===== config.mk =====
export PLATFORM = sky130hd
export DESIGN_NAME = mix_round_sched_flat
export DESIGN_NICKNAME = d
export VERILOG_FILES = /design/src/rtl/mix_round_sched_pkg.sv /design/src/rtl/mix_round_sched_if.sv /design/src/rtl/mix_round.sv /design/src/rtl/mix_round_sched.sv /design/src/flat_wrapper.sv
export SDC_FILE = /design/constraint.sdc
export NUM_CORES = 2
export LEC_CHECK = 0
export CAP_MARGIN = 20
export CORE_UTILIZATION = 40
export CTS_CLUSTER_DIAMETER = 100
export DETAILED_ROUTE_END_ITERATION = 10
export REMOVE_ABC_BUFFERS = 1
export SYNTH_ARGS = -nofsm -noshare
export SYNTH_HDL_FRONTEND = slang
export SYNTH_SLANG_ARGS = --single-unit

===== constraint.sdc =====
create_clock -name clk -period 35.4 [get_ports clk]
set_input_delay 10.62 -clock clk [delete_from_list [all_inputs] [get_ports clk]]
set_output_delay 10.62 -clock clk [all_outputs]
set_load 0.02 [all_outputs]

===== src/rtl/mix_round_sched_pkg.sv =====
// Shared types and helpers for the mix round scheduler: lane array, FSM states,
// seed expansion and digest folding.
package mix_round_sched_pkg;

   localparam int unsigned LANES = 8;
   localparam int unsigned W     = 32;

   typedef logic [W-1:0] lane_t;
   typedef lane_t lane_arr_t [LANES];

   typedef enum logic [1:0] {
      StIdle,
      StRun,
      StDone
   } state_e;

   // Lane k starts at seed + k, wrapping mod 2^32.
   function automatic lane_arr_t seed_lanes(input lane_t seed);
      lane_arr_t l;
      for (int unsigned k = 0; k < LANES; k++) begin
         l[k] = seed + lane_t'(k);
      end
      return l;
   endfunction

   function automatic lane_t lanes_xor(input lane_arr_t l);
      lane_t acc;
      acc = '0;
      for (int unsigned k = 0; k < LANES; k++) begin
         acc = acc ^ l[k];
      end
      return acc;
   endfunction

   // A requested count of 0 stands for 16 rounds.
   function automatic logic [4:0] decode_rounds(input logic [3:0] r);
      return (r == 4'd0) ? 5'd16 : {1'b0, r};
   endfunction

endpackage


===== src/rtl/mix_round_sched_if.sv =====
// Request/response bundle between the clients and the mix round scheduler.
// The master side issues jobs and consumes digests; the slave side is the scheduler.
interface mix_round_sched_if #(
   parameter int unsigned NREQ = 4
);
   import mix_round_sched_pkg::*;

   localparam int unsigned IdW = $clog2(NREQ);

   logic [NREQ-1:0]   req_valid;
   logic [NREQ-1:0]   req_ready;
   logic [NREQ*W-1:0] req_seed;
   logic [NREQ*4-1:0] req_rounds;
   logic              rsp_valid;
   logic              rsp_ready;
   logic [IdW-1:0]    rsp_id;
   logic [W-1:0]      rsp_data;

   modport master (
      output req_valid,
      output req_seed,
      output req_rounds,
      output rsp_ready,
      input  req_ready,
      input  rsp_valid,
      input  rsp_id,
      input  rsp_data
   );

   modport slave (
      input  req_valid,
      input  req_seed,
      input  req_rounds,
      input  rsp_ready,
      output req_ready,
      output rsp_valid,
      output rsp_id,
      output rsp_data
   );

endinterface


===== src/rtl/mix_round.sv =====
// One mixing round over eight 32-bit lanes; purely combinational.
// Each step reads lanes already updated earlier in the same round.
module mix_round
   import mix_round_sched_pkg::*;
(
   input  lane_arr_t lanes_i,
   output lane_arr_t lanes_o
);

   lane_arr_t t;

   always_comb begin
      t    = lanes_i;
      t[0] = t[0] + t[7] - t[6];
      t[1] = t[1] + t[0] - t[7];
      t[2] = t[2] + t[1] - t[0];
      t[3] = t[3] + t[2] - t[1];
      t[4] = t[4] + t[3] - t[2];
      t[5] = t[5] + t[4] - t[3];
      t[6] = t[6] + t[5] - t[4];
      t[7] = t[7] + t[6] - t[5];
      lanes_o = t;
   end

endmodule


===== src/rtl/mix_round_sched.sv =====
// Round-robin job scheduler in front of the single eight-lane mixing engine.
// Optional MIX_ROUND_SCHED_STATS_EN adds a 16-bit completed-job counter output.
module mix_round_sched
   import mix_round_sched_pkg::*;
#(
   parameter int unsigned NREQ = 4
) (
   input  logic             clk,
   input  logic             rst,
   mix_round_sched_if.slave bus,
   output logic             busy_o
`ifdef MIX_ROUND_SCHED_STATS_EN
   ,
   output logic [15:0]      job_count_o
`endif
);

   localparam int unsigned IdW = $clog2(NREQ);

   state_e          state_q;
   logic [IdW-1:0]  rr_q;
   logic [IdW-1:0]  owner_q;
   logic [4:0]      rounds_q;
   lane_arr_t       lanes_q;
   lane_arr_t       lanes_mixed;

   lane_t           seed_arr   [NREQ];
   logic [3:0]      rounds_arr [NREQ];
   logic [NREQ-1:0] gnt;
   logic [IdW-1:0]  gnt_idx, idx_hi, idx_lo, rr_next;
   logic            found_hi, found_lo, accept;

   for (genvar i = 0; i < NREQ; i++) begin : g_unpack
      assign seed_arr[i]   = bus.req_seed[i*W +: W];
      assign rounds_arr[i] = bus.req_rounds[i*4 +: 4];
   end

   // Round-robin: first valid at or above rr wins, else lowest valid below rr.
   always_comb begin
      found_hi = 1'b0;
      found_lo = 1'b0;
      idx_hi   = '0;
      idx_lo   = '0;
      for (int unsigned i = 0; i < NREQ; i++) begin
         if (!found_hi && bus.req_valid[i] && (IdW'(i) >= rr_q)) begin
            found_hi = 1'b1;
            idx_hi   = IdW'(i);
         end
         if (!found_lo && bus.req_valid[i]) begin
            found_lo = 1'b1;
            idx_lo   = IdW'(i);
         end
      end
      gnt_idx = found_hi ? idx_hi : idx_lo;
      rr_next = (gnt_idx == IdW'(NREQ - 1)) ? '0 : gnt_idx + 1'b1;
      accept  = (state_q == StIdle) && (found_hi || found_lo);
      for (int unsigned i = 0; i < NREQ; i++) begin
         gnt[i] = accept && (IdW'(i) == gnt_idx);
      end
   end

   assign bus.req_ready = gnt;

   mix_round u_mix_round (
      .lanes_i (lanes_q),
      .lanes_o (lanes_mixed)
   );

   always_ff @(posedge clk) begin
      if (rst) begin
         state_q  <= StIdle;
         rr_q     <= '0;
         owner_q  <= '0;
         rounds_q <= '0;
         lanes_q  <= '{default: '0};
      end else begin
         case (state_q)
            StIdle: begin
               if (accept) begin
                  lanes_q  <= seed_lanes(seed_arr[gnt_idx]);
                  rounds_q <= decode_rounds(rounds_arr[gnt_idx]);
                  owner_q  <= gnt_idx;
                  rr_q     <= rr_next;
                  state_q  <= StRun;
               end
            end
            StRun: begin
               lanes_q  <= lanes_mixed;
               rounds_q <= rounds_q - 5'd1;
               if (rounds_q == 5'd1) begin
                  state_q <= StDone;
               end
            end
            StDone: begin
               if (bus.rsp_ready) begin
                  state_q <= StIdle;
               end
            end
            default: state_q <= StIdle;
         endcase
      end
   end

   always_comb begin
      bus.rsp_valid = (state_q == StDone);
      bus.rsp_id    = (state_q == StDone) ? owner_q : '0;
      bus.rsp_data  = (state_q == StDone) ? lanes_xor(lanes_q) : '0;
      busy_o        = (state_q != StIdle);
   end

`ifdef MIX_ROUND_SCHED_STATS_EN
   logic [15:0] job_count_q;

   always_ff @(posedge clk) begin
      if (rst) begin
         job_count_q <= '0;
      end else if ((state_q == StDone) && bus.rsp_ready) begin
         job_count_q <= job_count_q + 16'd1;
      end
   end

   assign job_count_o = job_count_q;
`endif

endmodule


===== src/flat_wrapper.sv =====
// flat-port wrapper written by rule: the top's interface ports become plain ports
module mix_round_sched_flat import mix_round_sched_pkg::*;
#(
   parameter int unsigned NREQ = 4
)
  (clk, rst, busy_o, bus_req_valid, bus_req_seed, bus_req_rounds, bus_rsp_ready, bus_req_ready, bus_rsp_valid, bus_rsp_id, bus_rsp_data);
  mix_round_sched_if #(.NREQ(NREQ)) bus_i ();
  input  logic clk;
  input  logic rst;
  output logic busy_o;
  input wire logic [$bits(bus_i.req_valid)-1:0] bus_req_valid;
  input wire logic [$bits(bus_i.req_seed)-1:0] bus_req_seed;
  input wire logic [$bits(bus_i.req_rounds)-1:0] bus_req_rounds;
  input wire logic [$bits(bus_i.rsp_ready)-1:0] bus_rsp_ready;
  output wire logic [$bits(bus_i.req_ready)-1:0] bus_req_ready;
  output wire logic [$bits(bus_i.rsp_valid)-1:0] bus_rsp_valid;
  output wire logic [$bits(bus_i.rsp_id)-1:0] bus_rsp_id;
  output wire logic [$bits(bus_i.rsp_data)-1:0] bus_rsp_data;
  assign bus_i.req_valid = bus_req_valid;
  assign bus_i.req_seed = bus_req_seed;
  assign bus_i.req_rounds = bus_req_rounds;
  assign bus_i.rsp_ready = bus_rsp_ready;
  assign bus_req_ready = bus_i.req_ready;
  assign bus_rsp_valid = bus_i.rsp_valid;
  assign bus_rsp_id = bus_i.rsp_id;
  assign bus_rsp_data = bus_i.rsp_data;
  mix_round_sched #(.NREQ(NREQ)) u_core (.clk(clk), .rst(rst), .bus(bus_i), .busy_o(busy_o));
endmodule

---- Yosys cells after proc, flatten, opt, wreduce, memory -nomap -nowiden ----
Index checks and enable logic that the tools add are counted.
storage, ports and cells
  logic and storage cells ................. 123
  output and inout bits ................... 40
  memory bits (writable) .................. 0
  register bits ........................... 267
  memories ................................ 0
  bits in latches ......................... 0
  memory bits (read-only) ................. 0
operators by class
  $add $sub $neg .......................... 25
  $lt $le $gt $ge ......................... 5
  bitwise gates (word level) .............. 8
  equal/unequal tests ..................... 10
  muxes and demuxes ....................... 33
  div/mod/pow operators ................... 0
  multiply operators ...................... 0
  reductions and logical operators ........ 30
  shift operators ......................... 0
operators with widths
  cell                                                               number
  one-hot mux 256 bit (2 select lines)                               1
  adder 32 bit                                                       8
  2-to-1 mux 256 bit                                                 1
  subtractor 32 bit                                                  8
  XOR 32 bit                                                         7
  adder 32 x 3 -> 32 bit (second input constant)                     4
  2-to-1 mux 32 bit                                                  3
  adder 32 x 2 -> 32 bit (second input constant)                     2
  binary-select mux 32 bit (select 2 bit)                            1
  adder 32 x 1 -> 32 bit (second input constant)                     1
  2-to-1 mux 2 bit                                                   10
  logical AND 1 bit                                                  15
  2-to-1 mux 1 bit                                                   10
  2-to-1 mux 5 bit                                                   2
  one-hot mux 5 bit (2 select lines)                                 1
  binary-select mux 4 bit (select 2 bit)                             1
  2-to-1 mux 4 bit                                                   2
  logical NOT 1 bit                                                  6
  one-hot mux 2 bit (3 select lines)                                 1
  equality test 5 x 1 -> 1 bit (second input constant)               1
  subtractor 5 x 1 -> 5 bit (second input constant)                  1
  equality test 2 bit (first input constant)                         2
  equality test 2 bit (second input constant)                        2
  greater-or-equal comparator 1 x 2 -> 1 bit (first input constant)  2
  other kinds (14)                                                   19

---- Logic depth before layout (Yosys ltp) ----
  word-level depth ........................ 24
  gate-level depth with buffers ........... 83

---- Modules after synthesis ----
A second synthesis with hierarchy kept.
second synthesis, totals
  cell total of the unflattened synthesis .. 4830
  area total of the unflattened synthesis .. 37116.8 µm²
by module, submodules not included
  module           area each (µm²)  instances  cells each
  mix_round        19077.0          1          2462
  mix_round_sched  18039.8          1          2368

---- Worst setup path before layout ----
OpenSTA, ideal clock, no wires.
  path kind ............................... input -> output
  from .................................... input port bus_req_valid[2]
  to ...................................... output port bus_req_ready[3]
  path slack .............................. 12417 ps
  stages on the path ...................... 8
  data arrival time ....................... 12363 ps
  cells stage by stage .................... nor2b_1 > o21ai_2 > nand3_2 > inv_2 > clkbuf_1 > clkbuf_1 > ha_1 > and2_1
between the ends
  word-level cells in the longest chain between the ends .. 10
  elaborated cells between the ends (all ways) .. 21
RTL lines
  item                                                         RTL line               RTL
  start: declaration                                           flat_wrapper.sv:11     input wire logic [$bits(bus_i.req_valid)-1:0] bus_req_valid;
  logical AND 1 bit (2 in a row)                               mix_round_sched.sv:45  if (!found_hi && bus.req_valid[i] && (IdW'(i) >= rr_q)) begin
  2-to-1 mux 1 bit                                             mix_round_sched.sv:45
  logical NOT 1 bit                                            mix_round_sched.sv:45
  logical AND 1 bit (2 in a row)                               mix_round_sched.sv:45
  2-to-1 mux 2 bit / 2-to-1 mux 1 bit (equally long branches)  mix_round_sched.sv:45
  2-to-1 mux 2 bit *                                           mix_round_sched.sv:54  gnt_idx = found_hi ? idx_hi : idx_lo;
  via u_core.gnt_idx[0]                                        mix_round_sched.sv:30  logic [IdW-1:0] gnt_idx, idx_hi, idx_lo, rr_next;
  equality test 2 bit *                                        mix_round_sched.sv:58  gnt[i] = accept && (IdW'(i) == gnt_idx);
  logical AND 1 bit *                                          mix_round_sched.sv:58
  end: declaration                                             flat_wrapper.sv:15     output wire logic [$bits(bus_i.req_ready)-1:0] bus_req_ready;
The timed path passes the listed nets; every way through them passes the cells marked *.

---- Worst setup path in the final report ----
  from .................................... input port bus_req_valid[0]
  to ...................................... output port bus_req_ready[3]
between the ends
  word-level cells in the longest chain between the ends .. 17
  elaborated cells between the ends (all ways) .. 35
RTL lines
  item                                                             RTL line
  logical AND 1 bit                                                mix_round_sched.sv:45
  2-to-1 mux 1 bit                                                 mix_round_sched.sv:45
  logical NOT 1 bit                                                mix_round_sched.sv:45
  logical AND 1 bit (2 in a row)                                   mix_round_sched.sv:45
  2-to-1 mux 1 bit                                                 mix_round_sched.sv:45
  logical NOT 1 bit                                                mix_round_sched.sv:45
  logical AND 1 bit (2 in a row)                                   mix_round_sched.sv:45
  2-to-1 mux 1 bit                                                 mix_round_sched.sv:45
  logical NOT 1 bit                                                mix_round_sched.sv:45
  logical AND 1 bit (2 in a row)                                   mix_round_sched.sv:45
  2-to-1 mux 2 bit / 2-to-1 mux 1 bit (equally long branches)      mix_round_sched.sv:45
  2-to-1 mux 2 bit / logical OR 1 bit (equally long branches)      mix_round_sched.sv:54, mix_round_sched.sv:56
  equality test 2 bit / logical AND 1 bit (equally long branches)  mix_round_sched.sv:58, mix_round_sched.sv:56
  logical AND 1 bit *                                              mix_round_sched.sv:58
Mark *: on every way between the ends. The rest lies on a longest branch, timed or not.

==> summary.md <==
| Metric | Value |
|---|---|
| Status | `completed` |
| # IOs | `191` |
| GRT Overall Usage | `30.8%` |
| Reg area | `5350 sq um` |
| Final Slew Violations | `0` |
| Fin Setup TNS | `0 ns` |
| Max incr delay on CP | `0.75 ns` |
| Largest net degree at the start of global routing | `170` |
| Hold Violations, Final | `0` |
| WL/cell | `23.6 microns` |
| Max Cap Viol | `0` |
| # Post-CTS Setup Buffers | `0` |
| Die H | `308 microns` |
| GR Overflow Total | `0` |
| Post-Synthesis Cells | `4914` |
| Share of the synthesized area in the top cell type | `14.3%` |
| R2R setup slack | `14.75 ns` |
| Post-synth top cells | `inv_1, nor2_1, xnor2_1` |
| Nets | `5652` |
| Crit path arrival time | `13.97 ns` |
| Skew final | `0.0479 ns` |
| Die span in x | `308 microns` |
| Pre-CTS setup slack | `10.77 ns` |
| Clock transition at path regs | `0.05 ns` |
| Crit. End Element | `output port` |
| DR vias/cell | `5.70` |
| #FFs+latches synth | `267` |
| Setup CP Type | `in2out` |
| Worst-Margin Slew | `1.18 ns` |
| Core Rows | `111` |
| Post-synth EDFFs | `0` |
| Hold crit path type | `reg2reg` |
| Fillers | `9485` |
| Critical-path maximum fanout | `41` |
| Die area | `95000 sq um` |
| CTS tree | `yes` |
| CTS Hold Bufs | `0` |
| Placed Instance Area | `40500 sq um` |
| Tmin final | `24.59 ns` |
| RSZ-0062 raised after global routing | `false` |
| Drc violations | `0` |
| Initial Util | `40.7%` |
| Asr flop ratio synth | `0%` |
| Cell with the most instances after synthesis | `inv_1` |
| Hpwl dp | `115000 microns` |
| Routability cong. | `0.967` |
| Most used cell along the critical path | `clkdlybuf4s50_1` |
| Initial DRT Pass Iterations | `7` |
| Fmax | `0.0407 GHz` |
| Biggest area consumer among synthesized cells | `dfxtp_1` |
| Post-Synthesis Cell Area | `37500 sq um` |
| Crit path required time | `24.78 ns` |
| Final ANT Viol Nets | `0` |
| CP Cell Sequence | `clkdlybuf4s50_1 -> and2b_1 -> nor2_1 -> o22ai_2 -> inv_2 -> ha_1 -> and2_1 -> clkdlybuf4s50_1` |
| Prevailing post-synth register cell | `dfxtp_1` |
| Worst-path cell with the longest stage delay | `o22ai_2` |
| Total CTS buffers | `40` |
| Routed Wire Length | `147000 microns` |
| Global-route wire length before repair | `218000 microns` |
| Max-Slew Margin vs Limit | `20.5%` |
| CTS H-tree lvls | `2` |
| Final worst-path cycle share | `69.5%` |
| Vias | `35.6k` |
| CP Launch Type | `primary input` |
| Layout area overhead | `11.1%` |
| Layout cell share with drive strength beyond 1 | `3.56%` |
| CTS Sinks | `267` |
| Initial antenna violation count | `5` |
| Number of port buffers | `190` |
| Final setup fails | `0` |
| Largest cells by area after synthesis | `dfxtp_1, fa_1, xnor2_1` |
| Yosys cell types | `95` |
| Final WS setup | `10.81 ns` |
| Footprint of the multi-input gates | `28100 sq um` |
| PostCTS Resize Cnt | `0` |
| Clock Tree Root | `clkbuf_16` |
| Core area | `92200 sq um` |
| Yosys warnings | `0` |
| DRT iter0 DRCs | `3403` |
| Vias in the first global route | `34.0k` |
| Worst-skew pair later-pin latency | `0.61 ns` |
| Seq/Total Area, Yosys | `14.3%` |
| Synthesized area per cell | `7.63 sq um` |
| Cell area after layout | `41700 sq um` |
| Deepest clock path buffer count | `3` |
cell families after synthesis:
group	Yosys count	share of synthesized area, %
mux	55	1.54
buf+inv	1071	10.9
fa+ha+maj	519	22.3
compound gates	1170	21.0
simple gates	1172	14.6
xor+xnor	660	15.5
flops	267	14.3
critical path: cells and delay by family:
family          cells  cell delay (ns)
buf+inv             3             1.73
compound gates      1             0.75
simple gates        3             0.44
fa+ha+maj           1             0.41
metrics by stage:
stage | hold slack [ns] | std cells | util (%)
final | 0.456 | 6247 | 45.2
after global routing | 0.488 | 6246 | 45.2
after CTS | 0.458 | 6245 | 45.2
after detailed placement | 0.450 | 6183 | 43.9
after global placement | 0.444 | 6183 | 43.9
after floorplan | 0.426 | 4716 | -
area by class of cell:
type | instances | share of cell area (%)
clock inverter | 4 | 0.135
clock buffer | 58 | 2.69
tap | 1243 | 3.73
inverter | 873 | 7.86
antenna | 2 | 0.0120
multi-input combinational | 3576 | 67.5
timing repair buffer | 224 | 5.24
sequential | 267 | 12.8
sequential cells by signal, summed over array words and instances (netlist names):
register	flops
u_core.state_q	2
u_core.rr_q	2
u_core.owner_q	2
u_core.lanes_q	256
u_core.rounds_q	5
cell usage in the layout (no fill, tap or decap), types with 32 or more instances in the layout:
cell | netlist | routed
inv_1 | 867 | 867
nor2_1 | 499 | 498
xnor2_1 | 428 | 428
a21oi_1 | 312 | 311
ha_1 | 271 | 271
dfxtp_1 | 267 | 267
nand2_1 | 254 | 253
fa_1 | 248 | 248
xor2_1 | 230 | 230
clkdlybuf4s50_1 | 0 | 189
o21ai_0 | 171 | 171
a211oi_1 | 131 | 131
a21o_1 | 116 | 115
nor3_1 | 80 | 80
nand3_1 | 66 | 66
a221oi_1 | 54 | 54
a2111oi_0 | 54 | 53
o21a_1 | 47 | 47
o21bai_1 | 46 | 46
nand4_1 | 42 | 42
clkbuf_16 | 0 | 41
nand2b_1 | 39 | 37
a31oi_1 | 36 | 36
mux2i_1 | 36 | 36
and3_1 | 34 | 34
buf_4 | 7 | 32
final timing paths:
kind	from	to	cells after the start
worst max-delay path	bus_req_valid[0]	bus_req_ready[3]	8
worst min-delay path	u_core.owner_q[1]	u_core.owner_q[1]	2
worst max register to register	u_core.lanes_q[1]	u_core.lanes_q[31]	76
worst min register to register	u_core.owner_q[1]	u_core.owner_q[1]	2
metal layers:
metal | part of all wire [%] | track usage (%) | wire length (microns) | up-vias
met1 | 42 | 41.4 | 62200 | 17200
met5 | 0.022 | 0 | 33 | -
met2 | 44 | 48.3 | 64500 | 1651
met3 | 9.0 | 5.19 | 13300 | 315
met4 | 4.9 | 13.4 | 7210 | 6
li1 | - | - | - | 16500
Power is left out: the tool's default activity adds up to more than one toggle a clock period on the data nets, which glitch-free logic cannot reach.
